--- config.mk ---
export PLATFORM = sky130hd
export DESIGN_NAME = knn_topk_vote
export DESIGN_NICKNAME = d
export VERILOG_FILES = /design/src/rtl/knn_pkg.sv /design/src/rtl/knn_topk_list.sv /design/src/rtl/knn_topk_vote.sv
export SDC_FILE = /design/constraint.sdc
export NUM_CORES = 1
export LEC_CHECK = 0
export BUFFER_PORTS_ARGS = -buffer_cell sky130_fd_sc_hd__buf_2
export CORE_MARGIN = 1
export CORE_UTILIZATION = 50
export DETAILED_ROUTE_END_ITERATION = 16
export PLACE_DENSITY = 0.65
export SLEW_MARGIN = 30
export SYNTH_ARGS = -nofsm -noshare
export SYNTH_HDL_FRONTEND = slang
export SYNTH_HIERARCHICAL = 1
export SYNTH_SLANG_ARGS = --single-unit
--- constraint.sdc ---
create_clock -name clk_en -period 5.24 [get_ports clk_en]
set_input_delay 1.048 -clock clk_en [delete_from_list [all_inputs] [get_ports clk_en]]
set_output_delay 1.048 -clock clk_en [all_outputs]
set_load 0.02 [all_outputs]
--- src/rtl/knn_pkg.sv ---
// -----------------------------------------------------------------------------
// knn_pkg
// Shared definitions for the KNN top-K selection and voting engine:
//   - state_t  : voting engine FSM states
//   - DIST_MAX : all-ones distance used for empty list entries (sliced to DIST_W)
//   - vote_w() : width of a vote count able to hold 0..K
// -----------------------------------------------------------------------------
package knn_pkg;

  typedef enum logic [1:0] {
    ST_IDLE    = 2'd0,
    ST_COLLECT = 2'd1,
    ST_VOTE    = 2'd2,
    ST_OUTPUT  = 2'd3
  } state_t;

  // Wide enough for any supported DIST_W; users take the low DIST_W bits.
  localparam int          DIST_MAX_W = 64;
  localparam logic [63:0] DIST_MAX   = 64'hFFFF_FFFF_FFFF_FFFF;

  // Number of bits needed to count 0..k votes (also used for list indices 0..k).
  function automatic int vote_w(input int k);
    return $clog2(k + 1);
  endfunction

endpackage

--- src/rtl/knn_topk_list.sv ---
// -----------------------------------------------------------------------------
// knn_topk_list
// K-entry ascending sorted buffer of (distance, label) pairs. An insert is
// completed in one cycle by a parallel compare-and-shift: every entry that is
// empty or strictly larger than the new distance moves down one slot and the
// new pair lands in the first such slot. Equal distances therefore keep their
// arrival order. A sample that finds no such slot (list full, all smaller or
// equal) is dropped.
//
// Ports:
//   i_clk, i_rst   clock, asynchronous active-high reset
//   i_clear        synchronous clear: all entries invalid, distance all-ones
//   i_insert       insert (i_dist, i_label) this cycle
//   o_valid        per-entry valid vector (valid entries form a prefix)
//   o_label        per-entry labels
//   o_head_dist    distance of entry 0 (smallest; all-ones when empty)
// -----------------------------------------------------------------------------
module knn_topk_list
  import knn_pkg::*;
#(
  parameter int K       = 5,
  parameter int DIST_W  = 16,
  parameter int LABEL_W = 4
) (
  input  logic                        i_clk,
  input  logic                        i_rst,
  input  logic                        i_clear,
  input  logic                        i_insert,
  input  logic [DIST_W-1:0]           i_dist,
  input  logic [LABEL_W-1:0]          i_label,
  output logic [K-1:0]                o_valid,
  output logic [K-1:0][LABEL_W-1:0]   o_label,
  output logic [DIST_W-1:0]           o_head_dist
);

  logic [K-1:0]               r_valid;
  logic [K-1:0][DIST_W-1:0]   r_dist;
  logic [K-1:0][LABEL_W-1:0]  r_label;

  logic [K-1:0]               w_gt;
  logic [K-1:0]               w_prev_gt;
  logic [K-1:0]               w_valid_sh;
  logic [K-1:0][DIST_W-1:0]   w_dist_sh;
  logic [K-1:0][LABEL_W-1:0]  w_label_sh;

  // Per-entry "new sample sorts before this entry" flags.
  always_comb begin
    w_gt = '0;
    for (int i = 0; i < K; i++) begin
      w_gt[i] = !r_valid[i] || (r_dist[i] > i_dist);
    end
  end

  // Entry i-1 viewed from slot i; slot 0 sees nothing above it.
  assign w_prev_gt  = w_gt << 1;
  assign w_valid_sh = r_valid << 1;
  assign w_dist_sh  = r_dist << DIST_W;
  assign w_label_sh = r_label << LABEL_W;

  // Sorted entry storage: clear, or one-cycle insert with shift-down.
  always_ff @(posedge i_clk or posedge i_rst) begin
    if (i_rst) begin
      r_valid <= '0;
      r_label <= '0;
      for (int i = 0; i < K; i++) begin
        r_dist[i] <= DIST_MAX[DIST_W-1:0];
      end
    end else if (i_clear) begin
      r_valid <= '0;
      r_label <= '0;
      for (int i = 0; i < K; i++) begin
        r_dist[i] <= DIST_MAX[DIST_W-1:0];
      end
    end else if (i_insert) begin
      for (int i = 0; i < K; i++) begin
        if (w_gt[i] && !w_prev_gt[i]) begin
          // First slot the new sample beats: it goes here.
          r_valid[i] <= 1'b1;
          r_dist[i]  <= i_dist;
          r_label[i] <= i_label;
        end else if (w_gt[i]) begin
          // Below the insertion point: take the entry above.
          r_valid[i] <= w_valid_sh[i];
          r_dist[i]  <= w_dist_sh[i];
          r_label[i] <= w_label_sh[i];
        end
      end
    end
  end

  assign o_valid     = r_valid;
  assign o_label     = r_label;
  assign o_head_dist = r_dist[0];

endmodule

--- src/rtl/knn_topk_vote.sv ---
// -----------------------------------------------------------------------------
// knn_topk_vote
// KNN selection and voting engine. A frame opens with start, collects a
// stream of (distance, label) samples into a K-entry sorted list, then scans
// classes 0..NUM_CLASSES-1 one per cycle to find the majority class among the
// kept entries, and presents the result until it is accepted.
//
// Ports:
//   clk_en, reset        clock, asynchronous active-high reset
//   start                opens a frame (IDLE only)
//   dist_valid/ready     sample handshake; dist_ready high only in COLLECT
//   dist_data/label/last sample distance, class, end-of-frame marker
//   result_valid/ready   result handshake; result held until accepted
//   result_label         winning class
//   result_votes         votes of the winning class
//   result_min_dist      smallest kept distance (all-ones if none kept)
//   busy                 high whenever the engine is not IDLE
// -----------------------------------------------------------------------------
module knn_topk_vote
  import knn_pkg::*;
#(
  parameter int K           = 5,
  parameter int DIST_W      = 16,
  parameter int LABEL_W     = 4,
  parameter int NUM_CLASSES = 10,
  parameter int TIE_NEAREST = 1
) (
  input  logic                    clk_en,
  input  logic                    reset,
  input  logic                    start,
  input  logic                    dist_valid,
  output logic                    dist_ready,
  input  logic [DIST_W-1:0]       dist_data,
  input  logic [LABEL_W-1:0]      dist_label,
  input  logic                    dist_last,
  output logic                    result_valid,
  input  logic                    result_ready,
  output logic [LABEL_W-1:0]      result_label,
  output logic [vote_w(K)-1:0]    result_votes,
  output logic [DIST_W-1:0]       result_min_dist,
  output logic                    busy
);

  localparam int                 VOTE_W     = vote_w(K);
  localparam int                 IDX_W      = vote_w(K);
  localparam logic [IDX_W-1:0]   IDX_NONE   = IDX_W'(K);
  localparam logic [LABEL_W-1:0] LAST_CLASS = LABEL_W'(NUM_CLASSES - 1);
  localparam logic [LABEL_W:0]   NUM_CLS_L  = (LABEL_W + 1)'(NUM_CLASSES);

  state_t                     r_state;
  logic [LABEL_W-1:0]         r_class;
  logic [LABEL_W-1:0]         r_best_label;
  logic [VOTE_W-1:0]          r_best_cnt;
  logic [IDX_W-1:0]           r_best_first;
  logic [LABEL_W-1:0]         r_res_label;
  logic [VOTE_W-1:0]          r_res_votes;
  logic [DIST_W-1:0]          r_res_min;

  logic                       w_clear;
  logic                       w_insert;
  logic                       w_in_range;
  logic [K-1:0]               w_valid;
  logic [K-1:0][LABEL_W-1:0]  w_label;
  logic [DIST_W-1:0]          w_head_dist;
  logic [K-1:0]               w_match;
  logic [VOTE_W-1:0]          w_cnt;
  logic [IDX_W-1:0]           w_first;
  logic                       w_take;
  logic [LABEL_W-1:0]         w_next_label;
  logic [VOTE_W-1:0]          w_next_cnt;
  logic [IDX_W-1:0]           w_next_first;

  // Labels outside 0..NUM_CLASSES-1 are consumed but never stored.
  assign w_in_range = ({1'b0, dist_label} < NUM_CLS_L);
  assign w_clear    = (r_state == ST_IDLE) && start;
  assign w_insert   = (r_state == ST_COLLECT) && dist_valid && w_in_range;

  knn_topk_list #(
    .K       (K),
    .DIST_W  (DIST_W),
    .LABEL_W (LABEL_W)
  ) u_list (
    .i_clk       (clk_en),
    .i_rst       (reset),
    .i_clear     (w_clear),
    .i_insert    (w_insert),
    .i_dist      (dist_data),
    .i_label     (dist_label),
    .o_valid     (w_valid),
    .o_label     (w_label),
    .o_head_dist (w_head_dist)
  );

  // Entries that belong to the class currently being scanned.
  always_comb begin
    w_match = '0;
    for (int i = 0; i < K; i++) begin
      w_match[i] = w_valid[i] && (w_label[i] == r_class);
    end
  end

  // Vote count and lowest (nearest) list index for the scanned class.
  always_comb begin
    w_cnt   = '0;
    w_first = IDX_NONE;
    for (int i = K - 1; i >= 0; i--) begin
      w_cnt   = w_cnt + VOTE_W'(w_match[i]);
      w_first = w_match[i] ? IDX_W'(i) : w_first;
    end
  end

  // Does the scanned class displace the running best?
  always_comb begin
    if (w_cnt > r_best_cnt) begin
      w_take = 1'b1;
    end else if ((w_cnt == r_best_cnt) && (w_cnt != '0)) begin
      // Equal non-zero count: nearest-entry mode prefers the class whose
      // first entry sits higher in the list; otherwise the lower class
      // (already held) stays.
      w_take = (TIE_NEAREST != 0) && (w_first < r_best_first);
    end else begin
      w_take = 1'b0;
    end
  end

  assign w_next_label = w_take ? r_class : r_best_label;
  assign w_next_cnt   = w_take ? w_cnt   : r_best_cnt;
  assign w_next_first = w_take ? w_first : r_best_first;

  // Engine FSM: frame collection, class scan and held result.
  always_ff @(posedge clk_en or posedge reset) begin
    if (reset) begin
      r_state      <= ST_IDLE;
      r_class      <= '0;
      r_best_label <= '0;
      r_best_cnt   <= '0;
      r_best_first <= IDX_NONE;
      r_res_label  <= '0;
      r_res_votes  <= '0;
      r_res_min    <= '0;
    end else begin
      case (r_state)
        ST_IDLE: begin
          if (start) begin
            r_state <= ST_COLLECT;
          end
        end
        ST_COLLECT: begin
          if (dist_valid && dist_last) begin
            r_state      <= ST_VOTE;
            r_class      <= '0;
            r_best_label <= '0;
            r_best_cnt   <= '0;
            r_best_first <= IDX_NONE;
          end
        end
        ST_VOTE: begin
          r_best_label <= w_next_label;
          r_best_cnt   <= w_next_cnt;
          r_best_first <= w_next_first;
          r_class      <= r_class + LABEL_W'(1);
          if (r_class == LAST_CLASS) begin
            // Last class folds straight into the result registers.
            r_state     <= ST_OUTPUT;
            r_res_label <= w_next_label;
            r_res_votes <= w_next_cnt;
            r_res_min   <= w_head_dist;
          end
        end
        ST_OUTPUT: begin
          if (result_ready) begin
            r_state <= ST_IDLE;
          end
        end
        default: begin
          r_state <= ST_IDLE;
        end
      endcase
    end
  end

  assign dist_ready      = (r_state == ST_COLLECT);
  assign result_valid    = (r_state == ST_OUTPUT);
  assign busy            = (r_state != ST_IDLE);
  assign result_label    = r_res_label;
  assign result_votes    = r_res_votes;
  assign result_min_dist = r_res_min;

endmodule

==> qor.txt, run 1 <==
fin crit share = 0.9440
ant diodes = 0
crit path DAT = 5.23 ns
via count = 7,501
worst ir drop on vdd = 295.1 µV
post-synth net total = 1,116
GR Util All Layers = 0.2654
PwrDens = 532.8 mW/mm²
Mapped Area = 0.009489 mm²
RSZ-0062 raised after global routing = false
DP Worst Slack = 0.3112 ns
gpl congestion = 0.8574
initial antenna violation count = 0
Yosys reg bits = 144
Fin. Hold Viols = 0
die width = 139.8 µm
DRC = 0
Post-synth ARST share = 1.000
1st-pass router iterations = 5
syn_area_per_cell = 9.537 µm²
Slew Limit Fails = 0
post-route minimum period = 4.947 ns
crit-path cells = inv_2 -> a22o_1 -> or4_4 -> inv_1 -> fa_1 -> fa_1 -> ha_1 -> ha_1 -> nor2b_1 -> o22ai_1 -> o21ai_0 -> a211oi_1 -> a21boi_2 -> buf_4 -> mux2i_1 -> a21oi_1
Via density = 5.972
first-pass GRT wire length = 40,650 µm
largest net degree at the start of global routing = 72
Synth area leader = dfstp_2
1st-iter DRT viols = 586
most instantiated library cell after synthesis = nand2_1
die area = 0.01953 mm²
setup violators final = 0
I/O pin cnt = 52
placed cell count = 1,224
Post-Route Utilization = 0.5566
post-synthesis sequential area ratio = 0.3906
nets = 1,130
yosys warns = 6
Chip Height = 139.8 µm
total CTS buffers = 17
layout cells sized above 1 = 0.2025
synth cell count leaders = nand2_1 (117), ha_1 (93), dfstp_2 (82)
Clock Root Buffer = clkbuf_16
status = completed
Reg clk slew, reported paths = 0.06 ns
total gr overflow = 0
Area contributors post-synth = dfstp_2 (23%), dfrtp_1 (16%), ha_1 (12%)
CTS Sinks = 144
total power = 5.529 mW
final std cells w/o fill = 1,256
H-tree Lvls = 4
number of global-route vias before repair = 7,624
kind of critical path = reg2reg
number of cell rows = 50
Avg WL per Cell = 19.66 µm
Cells after Synth = 995
crit start category = flop
P&R area growth vs syn = 9.349%
Slowest cell on crit path = or4_4
Finished Cell Area = 0.01038 mm²
worst skew pair latency = 0.43 ns
post-route antenna net violation count = 0
Critical Path Fanout Max = 8
Crit path largest cell delay = 0.50 ns
post-route setup slack = 0.2935 ns
placed instance area = 0.009787 mm²
clock skew = 0.01199 ns
fmax = 202.2 MHz
Worst Hold Class = reg2reg
crit end category = flop
Post-synth top flop = dfstp_2
post-synthesis cell type count = 65
Initial Utilization = 0.5090
CTS tree = built
Clock Tree Buf Depth = 2
Slew HR = 0.4301
hold_buf cts = 0
leakage power = 4.964 nW
# Max-Cap Violations = 0
r2r setup slk = 0.29 ns
Post-CTS Setup Inserts = 0
WHS = 0.4664 ns
Worst Path Required = 5.52 ns
core area = 0.01864 mm²
Worst-Margin Slew = 0.8548 ns
drt total wl = 24,700 µm
I/O Buffers = 51
setup_tns = 0 ns
hpwl dp = 17,630 µm
post-CTS sizing = 0
Post-synth EDFFs = 0
Synth top area share = 0.2271
worst paths after layout:
kind	from	endpoint	cells after the start
worst min register to register	result_min_dist[6]$_DFFE_PP0P_	result_min_dist[6]$_DFFE_PP0P_	2
max in group asynchronous	reset	u_list/r_dist[70]$_DFFE_PP1P_	3
worst min-delay path	result_min_dist[6]$_DFFE_PP0P_	result_min_dist[6]$_DFFE_PP0P_	2
worst max-delay path	r_class[1]$_DFFE_PP0P_	result_label[1]$_DFFE_PP0P_	16
worst max register to register	r_class[1]$_DFFE_PP0P_	result_label[1]$_DFFE_PP0P_	16
min in group asynchronous	reset	u_list/o_label[0]$_DFFE_PP0P_	2
state kept, by name (all words and copies together) (netlist names), 4 cells and up:
name,count
u_list/o_label,20
r_best_label,4
result_label,4
u_list/o_head_dist,16
result_min_dist,16
u_list/r_dist,64
r_class,4
u_list/o_valid,5
layout by cell type (no fill, tap or decap), types with 7 or more instances in the layout:
cell / synthesis / routed
buf_4: 17 / 19
xor2_1: 14 / 14
nand3_1: 29 / 29
a21oi_1: 77 / 77
a22o_1: 12 / 12
nor2b_1: 7 / 7
clkbuf_16: 0 / 17
nand2_1: 117 / 117
o22ai_1: 8 / 8
a32oi_1: 16 / 16
and3_1: 38 / 38
nand2b_1: 13 / 13
mux2i_1: 45 / 45
a2bb2oi_1: 16 / 16
inv_1: 68 / 67
ha_1: 93 / 93
buf_2: 18 / 51
nand4_1: 13 / 13
o21ai_0: 13 / 13
nor2_1: 57 / 56
dfrtp_1: 62 / 62
dfstp_2: 82 / 82
o32a_1: 33 / 33
layer usage:
layer | wire length (µm) | track usage | share of wire | vias to the layer above
met2 | 12370 | 0.4508 | 0.50 | 122
met1 | 11240 | 0.3441 | 0.46 | 3730
met4 | 501 | 0.09601 | 0.020 | 0
li1 | - | - | - | 3622
met5 | 0 | 0 | 0 | -
met3 | 576 | 0.03751 | 0.023 | 27
cell type report:
type / count / area (µm²)
clock buffers: 23 / 478.0
clock inverters: 9 / 108.9
fillers: 1674 / 8267
inverters: 69 / 264.0
multi-input cells: 707 / 5129
flip-flops and latches: 144 / 3706
well taps: 234 / 292.8
repair buffers: 70 / 397.9
critical path, delay by kind of cell (launching register included):
family                     cells  cell delay [ns]
AOI/OAI and AO/OA              6             1.37
adders and majority gates      4             1.60
buffers and inverters          3             0.54
DFF                            1             0.46
muxes                          1             0.19
and+or+nand+nor                2             0.64
logic make-up (layout without fill, tap and decap cells):
kind of cell               after synthesis  count (layout)  synth area share
and+or+nand+nor                        308             308            0.1585
AOI/OAI and AO/OA                      236             236            0.1828
DFF                                    144             144            0.3906
buffers and inverters                  144             171           0.07160
adders and majority gates               95              95            0.1268
muxes                                   49              49           0.05221
xor gates and xnor gates                19              19           0.01754
power by group:
| group | internal (mW) | leakage, nW | switching (mW) | total [mW] |
|---|---|---|---|---|
| clock network | 0.739 | 0.284 | 0.482 | 1.22 |
| logic | 0.999 | 2.97 | 1.30 | 2.30 |
| registers | 1.64 | 1.71 | 0.366 | 2.01 |
| total | 3.38 | 4.96 | 2.15 | 5.53 |
Power figures use the tool's default switching activity.
==> run 2: changes to the inputs <==
--- a/config.mk
+++ b/config.mk
@@ -10,6 +10,7 @@
 export CORE_UTILIZATION = 50
 export DETAILED_ROUTE_END_ITERATION = 16
 export PLACE_DENSITY = 0.65
+export RECOVER_POWER = 100
 export SLEW_MARGIN = 30
 export SYNTH_ARGS = -nofsm -noshare
 export SYNTH_HDL_FRONTEND = slang
==> qor.txt, run 2 (same netlist as run 1, synthesis figures left out) <==
status = finished, violations left
failing checks = capacitance limit, slew limit
placed instance area = 0.009787 mm² (unchanged)
total CTS buffers = 17 (unchanged)
die area = 0.01953 mm² (unchanged)
DP Worst Slack = 0.3112 ns (unchanged)
crit start category = flop
setup violators final = 0 (unchanged)
layout cells sized above 1 = 0.1654 (-0.03718)
Fin. Hold Viols = 0 (unchanged)
Clock Tree Buf Depth = 2 (unchanged)
PwrDens = 534.7 mW/mm² (+0.34%)
worst ir drop on vdd = 292.4 µV (-0.91%)
hold_buf cts = 0 (unchanged)
CTS Sinks = 144 (unchanged)
Post-CTS Setup Inserts = 0 (unchanged)
fin crit share = 0.9448 (about the same)
nets = 1,130 (unchanged)
Post-Route Utilization = 0.5526 (-0.003960)
drt total wl = 24,590 µm (-0.42%)
CTS tree = built
post-route antenna net violation count = 0 (unchanged)
crit path DAT = 5.23 ns (about the same)
final std cells w/o fill = 1,256 (unchanged)
Finished Cell Area = 0.01030 mm² (-0.71%)
post-CTS sizing = 0 (unchanged)
initial antenna violation count = 0 (unchanged)
total power = 5.508 mW (-0.37%)
GR Util All Layers = 0.2654 (unchanged)
clock skew = 0.01094 ns (-0.001048 ns)
setup_tns = 0 ns (unchanged)
largest net degree at the start of global routing = 72 (unchanged)
fmax = 202.0 MHz (about the same)
I/O Buffers = 51 (unchanged)
1st-iter DRT viols = 561 (-4.3%)
crit end category = flop
Critical Path Fanout Max = 8 (unchanged)
Via density = 5.981 (+0.15%)
post-route setup slack = 0.2893 ns (-0.004175 ns)
core area = 0.01864 mm² (unchanged)
hpwl dp = 17,630 µm (unchanged)
gpl congestion = 0.8574 (unchanged)
Top reg by flops = u_list/r_dist
H-tree Lvls = 4 (unchanged)
commonest non-fill, non-tap cell in the layout = nand2_1
Initial Utilization = 0.5090 (unchanged)
die width = 139.8 µm (unchanged)
WHS = 0.4672 ns (+0.0008540 ns)
most frequent cells in the layout = nand2_1 (117), ha_1 (93), dfstp_2 (82)
Chip Height = 139.8 µm (unchanged)
number of cell rows = 50 (unchanged)
DRC = 0 (unchanged)
max FFs per register = 64 (unchanged)
worst skew pair latency = 0.43 ns (about the same)
Slew Limit Fails = 143 (+143)
Slew HR = -1.171 (-1.601)
RSZ-0062 raised after global routing = false
via count = 7,512 (+0.15%)
P&R area growth vs syn = 8.571%
Worst Path Required = 5.52 ns (about the same)
# Max-Cap Violations = 3 (+3)
Avg WL per Cell = 19.58 µm (-0.42%)
ant diodes = 0 (unchanged)
placed cell count = 1,224 (unchanged)
Worst-Margin Slew = 3.239 ns (+2.384 ns)
leakage power = 4.821 nW (-2.9%)
1st-pass router iterations = 5 (unchanged)
total gr overflow = 0 (unchanged)
post-route minimum period = 4.951 ns (+0.004175 ns)
first-pass GRT wire length = 40,650 µm (unchanged)
I/O pin cnt = 52 (unchanged)
kind of critical path = reg2reg
Clock Root Buffer = clkbuf_16
Reg clk slew, reported paths = 0.06 ns (about the same)
Worst Hold Class = reg2reg
number of global-route vias before repair = 7,624 (unchanged)
## run 2: cell count changes in the layout (fill, tap and decap cells not counted), sizes merged
cell      delta
clkbuf      +38
buf         -38
inv          -1
clkinvlp     +1
## run 2: critical path: stages (launching register included)
cell	delay, ns
dfrtp_1	0.47
inv_2	0.09
a22o_1	0.24
or4_4	0.51
inv_1	0.20
fa_1	0.46
fa_1	0.46
ha_1	0.36
ha_1	0.32
nor2b_1	0.14
o22ai_1	0.13
o21ai_0	0.10
a211oi_1	0.36
a21boi_2	0.45
buf_4	0.25
mux2i_1	0.19
a21oi_1	0.08
## run 2: cell type report
type	instances	area, µm²
timing repair buffer	70	332.8
clock inverter	9	108.9
sequential	144	3706
clock buffer	23	478.0
inverter	69	260.3
fill	1692	8341
tap	234	292.8
multi-input combinational	707	5124
## run 2: path summary, 6_finish.rpt
kind                                          startpoint                       endpoint  slack [ns]  cells past startpoint
max                               r_class[1]$_DFFE_PP0P_    result_label[1]$_DFFE_PP0P_        0.29                     16
min                        u_list/r_dist[76]$_DFFE_PP1P_  u_list/r_dist[76]$_DFFE_PP1P_        0.47                      2
max reg2reg                       r_class[1]$_DFFE_PP0P_    result_label[1]$_DFFE_PP0P_        0.29                     16
min reg2reg                u_list/r_dist[76]$_DFFE_PP1P_  u_list/r_dist[76]$_DFFE_PP1P_        0.47                      2
max in group asynchronous                          reset  u_list/r_dist[70]$_DFFE_PP1P_        1.78                      3
min in group asynchronous                          reset    result_label[2]$_DFFE_PP0P_        1.41                      3
## run 2: routing by layer
metal / vias to the layer above / wire length (µm) / global-route usage
met5: - / 0 / 0
met4: 0 / 493 / 0.09601
met3: 29 / 654 / 0.03751
met2: 122 / 12260 / 0.4508
met1: 3734 / 11190 / 0.3441
li1: 3627 / - / -
## run 2: power breakdown
| group | total (mW) | switching (mW) | internal [mW] |
|---|---|---|---|
| Clock | 1.22 | 0.480 | 0.739 |
| Sequential | 2.01 | 0.367 | 1.64 |
| Combinational | 2.28 | 1.30 | 0.979 |
